## src/rtl/cmp_pkg.sv

```systemverilog
// Shared encodings for the serial magnitude comparator: FSM states and the
// one-hot {lt, eq, gt} result word.
package cmp_pkg;

  localparam logic [0:0] S_IDLE = 1'b0;
  localparam logic [0:0] S_CMP  = 1'b1;

  typedef logic [2:0] res_t;

  // Bit order is {lt, eq, gt}; all-zero means no result yet.
  localparam res_t RES_NONE = 3'b000;
  localparam res_t RES_LT   = 3'b100;
  localparam res_t RES_EQ   = 3'b010;
  localparam res_t RES_GT   = 3'b001;

endpackage

```

## src/rtl/cmp_slice.sv

```systemverilog
// Combinational magnitude compare of one SLICE-wide operand pair.
module cmp_slice #(
  parameter int SLICE = 4
) (
  input  logic [SLICE-1:0] i_a,
  input  logic [SLICE-1:0] i_b,
  output logic             o_lt,
  output logic             o_eq,
  output logic             o_gt
);

  assign o_lt = (i_a <  i_b);
  assign o_eq = (i_a == i_b);
  assign o_gt = (i_a >  i_b);

endmodule

```

## src/rtl/seq_comparator.sv

```systemverilog
// Serial MSB-first comparator: one SLICE per cycle through a single slice
// comparator, stopping at the first differing slice, with a cascade tie-break.
module seq_comparator
  import cmp_pkg::*;
#(
  parameter int WIDTH = 16,
  parameter int SLICE = 4
) (
  input  logic             i_clk,
  input  logic             i_rst,
  input  logic             i_start,
  input  logic             i_signed_mode,
  input  logic [WIDTH-1:0] i_a,
  input  logic [WIDTH-1:0] i_b,
  input  logic             i_lt_in,
  input  logic             i_eq_in,
  input  logic             i_gt_in,
  output logic             o_busy,
  output logic             o_done,
  output logic             o_lt_out,
  output logic             o_eq_out,
  output logic             o_gt_out
);

  localparam int NSLICES = WIDTH / SLICE;
  localparam int IDX_W   = (NSLICES > 1) ? $clog2(NSLICES) : 1;
  localparam int POS_W   = (WIDTH > 1) ? $clog2(WIDTH) : 1;
  localparam logic [IDX_W-1:0] LAST_IDX = IDX_W'(NSLICES - 1);

  logic [0:0]       r_state;
  logic [IDX_W-1:0] r_idx;
  logic             r_done;
  res_t             r_res;
  logic [WIDTH-1:0] r_a;
  logic [WIDTH-1:0] r_b;
  res_t             r_tie;

  logic [POS_W-1:0] w_base;
  logic [SLICE-1:0] w_sa;
  logic [SLICE-1:0] w_sb;
  logic             w_lt;
  logic             w_eq;
  logic             w_gt;
  res_t             w_tie;
  logic             w_accept;

  assign w_accept = (r_state == S_IDLE) && i_start;

  // Tie-break priority GT > LT > EQ, resolved once at capture time.
  always_comb begin
    casez ({i_gt_in, i_lt_in, i_eq_in})
      3'b1??:  w_tie = RES_GT;
      3'b01?:  w_tie = RES_LT;
      default: w_tie = RES_EQ;
    endcase
  end

  // Signed order equals unsigned order once both sign bits are flipped, so the
  // flip is folded into the capture and the slice compare stays unsigned.
  always_ff @(posedge i_clk) begin
    if (w_accept) begin
      r_a   <= i_a ^ {i_signed_mode, {(WIDTH-1){1'b0}}};
      r_b   <= i_b ^ {i_signed_mode, {(WIDTH-1){1'b0}}};
      r_tie <= w_tie;
    end
  end

  always_comb begin
    w_base = POS_W'(WIDTH - 1 - SLICE * int'(r_idx));
    w_sa   = r_a[w_base -: SLICE];
    w_sb   = r_b[w_base -: SLICE];
  end

  cmp_slice #(
    .SLICE (SLICE)
  ) u_cmp_slice (
    .i_a  (w_sa),
    .i_b  (w_sb),
    .o_lt (w_lt),
    .o_eq (w_eq),
    .o_gt (w_gt)
  );

  always_ff @(posedge i_clk or posedge i_rst) begin
    if (i_rst) begin
      r_state <= S_IDLE;
      r_idx   <= '0;
      r_done  <= 1'b0;
      r_res   <= RES_NONE;
    end else begin
      r_done <= 1'b0;
      case (r_state)
        S_IDLE: begin
          if (i_start) begin
            r_state <= S_CMP;
            r_idx   <= '0;
          end
        end
        default: begin
          if (!w_eq) begin
            r_res   <= w_gt ? RES_GT : RES_LT;
            r_done  <= 1'b1;
            r_state <= S_IDLE;
            r_idx   <= '0;
          end else if (r_idx == LAST_IDX) begin
            r_res   <= r_tie;
            r_done  <= 1'b1;
            r_state <= S_IDLE;
            r_idx   <= '0;
          end else begin
            r_idx   <= r_idx + 1'b1;
          end
        end
      endcase
    end
  end

  assign o_busy   = (r_state == S_CMP);
  assign o_done   = r_done;
  assign o_lt_out = r_res[2];
  assign o_eq_out = r_res[1];
  assign o_gt_out = r_res[0];

  // w_lt is implied by !w_eq && !w_gt; kept on the port for completeness.
  logic w_unused;
  assign w_unused = w_lt;

endmodule

```

## config.mk

```make
export PLATFORM = sky130hd
export DESIGN_NAME = seq_comparator
export DESIGN_NICKNAME = d
export VERILOG_FILES = /design/src/rtl/cmp_pkg.sv /design/src/rtl/cmp_slice.sv /design/src/rtl/seq_comparator.sv
export SDC_FILE = /design/constraint.sdc
export NUM_CORES = 1
export LEC_CHECK = 0
export CAP_MARGIN = 20
export CORE_ASPECT_RATIO = 0.9
export CORE_UTILIZATION = 30
export CTS_CLUSTER_DIAMETER = 50
export DETAILED_ROUTE_END_ITERATION = 10
export MAX_ROUTING_LAYER = met4
export SYNTH_ARGS = -nofsm -noshare
export SYNTH_HDL_FRONTEND = slang
export SYNTH_SLANG_ARGS = --single-unit
```

## constraint.sdc

```tcl
create_clock -name i_clk -period 2.75 [get_ports i_clk]
set_input_delay 0.4125 -clock i_clk [delete_from_list [all_inputs] [get_ports i_clk]]
set_output_delay 0.4125 -clock i_clk [all_outputs]
set_load 0.005 [all_outputs]
```

==> metrics.txt <==
max-cap violations=0; worst r2r path cells=6; Worst-Margin Slew=492 ps; Ys Warns=0; htree depth=2; I/O pins=44; Internal Power=approximately 1.2 mW; GRT Total Usage=0.111; Clock Skews=approximately 3.6 ps; final worst-path cycle share=0.839; Max FO, Critical Path=11; PortBufs=42; grt peak-use layer=met2; core area=0.00538 mm²; post-synthesis sequential area ratio=0.711; sequential share of power=0.532; LEAKAGE=between 0.8 and 0.9 nW; hold buffer count at cts=0; GR Layer Usage met3=0.0522; fin crit period=around 2300 ps; clock sink count=42; commonest cells after routing, fill and taps aside=42 x clkdlybuf4s50_1, 35 x edfxtp_1, 8 x inv_1, 8 x mux4_2, 7 x dfrtp_1; Slew HR=0.672; vias per cell=between 4 and 5; DRC=0; Detail Route Antenna Nets=0; distinct cell type count after synthesis=25; die footprint=between 0.006 and 0.007 mm²; first-pass GRT wire length=4510 µm; reg2reg setup slack=approximately 440 ps; PD cells=approximately 620 mW/mm²; final hold vios=0; fmax=433 MHz; initial DRC count=37; Sw Share=0.205; Remaining Overflow, GRT=0; Syn Inst Count=92; synthesis-stage register bit count=42; Post-Synthesis Net Count=~140; Critical R2R Capture=r_res[1]$_DFFE_PP0P_; Psw=between 0.2 and 0.3 mW; syn avg cell area=about 19 µm²; final setup violation count=0; total negative slack=0 ps; Worst setup EP type=flop; worst vdd ir=between 0.3 and 0.4 mV; combinational cell fraction of total power=0.146; Pre-antenna DRT Iters=4; post-CTS sizing=0; met2 usage=0.152; largest net degree at the start of global routing=37; WS Path Type=reg2reg; CP Launch Type=flop; setup slack after layout=441 ps; Placement Setup Slack=438 ps; CTS buffer count=5; ANT cells=0; Layout fillers=around 490; status=finished, final reports clean; Die W=around 80 µm; area delta synth->final=35.3%; Worst Path Arrival=between 2000 and 2500 ps; Initial Util=0.320; Post-Syn Area=around 0.0017 mm²; reg-to-reg startpoint=r_idx[0]$_DFFE_PP0P_; Setup Buffers After CTS=0; CTS tree=done; nets@finish=around 180; Req. time, crit path=2930 ps; num rows=25; initial antenna violation count=0; clock group share of total power=0.322; routability cong.=0.715; detailed placer's ending HPWL=about 2100 µm; Util after Layout=0.433; Routed WL=about 3000 µm; commonest non-fill, non-tap cell in the layout=clkdlybuf4s50_1; unrepaired setup endpoints after global routing=no; Die Height=roughly 74 µm; Via Count=~920; layout cells sized above 1=0.163; Clock transition at path regs=~70 ps; vias in the first global route=926; Hold WC Path Type=in2async; CTS max path bufs=2; average wire per standard cell=14.0 µm; Worst-Skew Late Latency=290 ps; met1 Use GR=0.145; Root Driver=clkbuf_8; Max Slew Vio Count=0; Power, Total=around 1.5 mW
[critical path: stages (launching register included)]
cell and delay [ps]:
dfrtp_1 330, buf_4 230, mux4_2 550, ha_1 340
nand4_2 190, o21a_4 270, mux2_4 290
[power groups by stage]
stage | combinational [mW] | clock [mW] | sequential, mW
finish | 0.212 | 0.467 | 0.772
global route | 0.234 | 0.511 | 0.779
CTS | 0.216 | 0.483 | 0.773
detailed placement | 0.215 | 0 | 0.788
global placement | 0.210 | 0 | 0.784
floorplan | 0.104 | 0 | 0.784
[flip-flops by register name (all words and copies together), names as in the netlist]
| signal | flops |
|---|---|
| r_idx | 2 |
| r_b | 16 |
| r_tie | 3 |
| r_res | 3 |
| o_busy | 1 |
| o_done | 1 |
| r_a | 16 |
[through the flow]
step           std cells  hold WS [ps]  instance area (µm²)
4_1_cts              208           354                 2330
5_1_grt              208           359                 2330
2_1_floorplan         92           216                 1720
3_3_place_gp         200           503                 2230
6_report             208           354                 2330
3_5_place_dp         200           492                 2230
[how the worst max path moves through the flow]
stage	cells after the start	startpoint	endpoint	slack [ps]
after CTS	6	r_idx[0]$_DFFE_PP0P_	r_res[1]$_DFFE_PP0P_	420
final	6	r_idx[0]$_DFFE_PP0P_	r_res[1]$_DFFE_PP0P_	440
after global placement	6	r_idx[0]$_DFFE_PP0P_	r_res[1]$_DFFE_PP0P_	450
after floorplan	1	o_busy$_DFF_PP0_	r_a[0]$_DFFE_PP_	250
after detailed placement	6	r_idx[0]$_DFFE_PP0P_	r_res[1]$_DFFE_PP0P_	440
after global routing	7	r_idx[0]$_DFFE_PP0P_	r_res[0]$_DFFE_PP0P_	310
[area by class of cell]
cell class	instances	area (µm²)	share of cell area
Inverter	8	30.0	0.0129
Tap cell	67	83.8	0.0359
Clock inverter	1	30.0	0.0129
Multi-Input combinational cell	39	450	0.193
Timing Repair Buffer	44	435	0.187
Sequential cell	42	1230	0.526
Clock buffer	7	76.3	0.0327
[logic make-up after synthesis]
kind of cell	synth area share
flops	0.711
mux	0.113
xor+xnor	0.0102
compound gates	0.0486
buf+inv	0.0290
simple gates	0.0515
fa+ha+maj	0.0363
[synthesized netlist by cell type]
library cell | count | area, µm²
edfxtp_1 | 35 | 1050
inv_1 | 8 | 30.0
mux4_2 | 8 | 180
dfrtp_1 | 7 | 175
ha_1 | 5 | 62.6
nor2_1 | 4 | 15.0
nor2b_1 | 3 | 18.8
nand2_1 | 2 | 7.51
o21ai_0 | 2 | 10.0
o32ai_1 | 2 | 17.5
xor2_1 | 2 | 17.5
a2111oi_2 | 1 | 15.0
and2_1 | 1 | 6.26
buf_2 | 1 | 5.00
buf_6 | 1 | 11.3
clkbuf_1 | 1 | 3.75
mux2_4 | 1 | 15.0
nand2b_1 | 1 | 6.26
nand2b_4 | 1 | 13.8
nand4_2 | 1 | 12.5
o21a_1 | 1 | 7.51
o21a_4 | 1 | 15.0
o21ai_2 | 1 | 8.76
o32a_1 | 1 | 10.0
or3b_1 | 1 | 8.76
[routing by layer]
layer  share of wire  up-vias
li1                -      447
met1            0.46      436
met2            0.48       33
met3           0.056        2
met4          0.0044        0
met5               0        -
No activity file was read; power rests on OpenSTA's default activity.
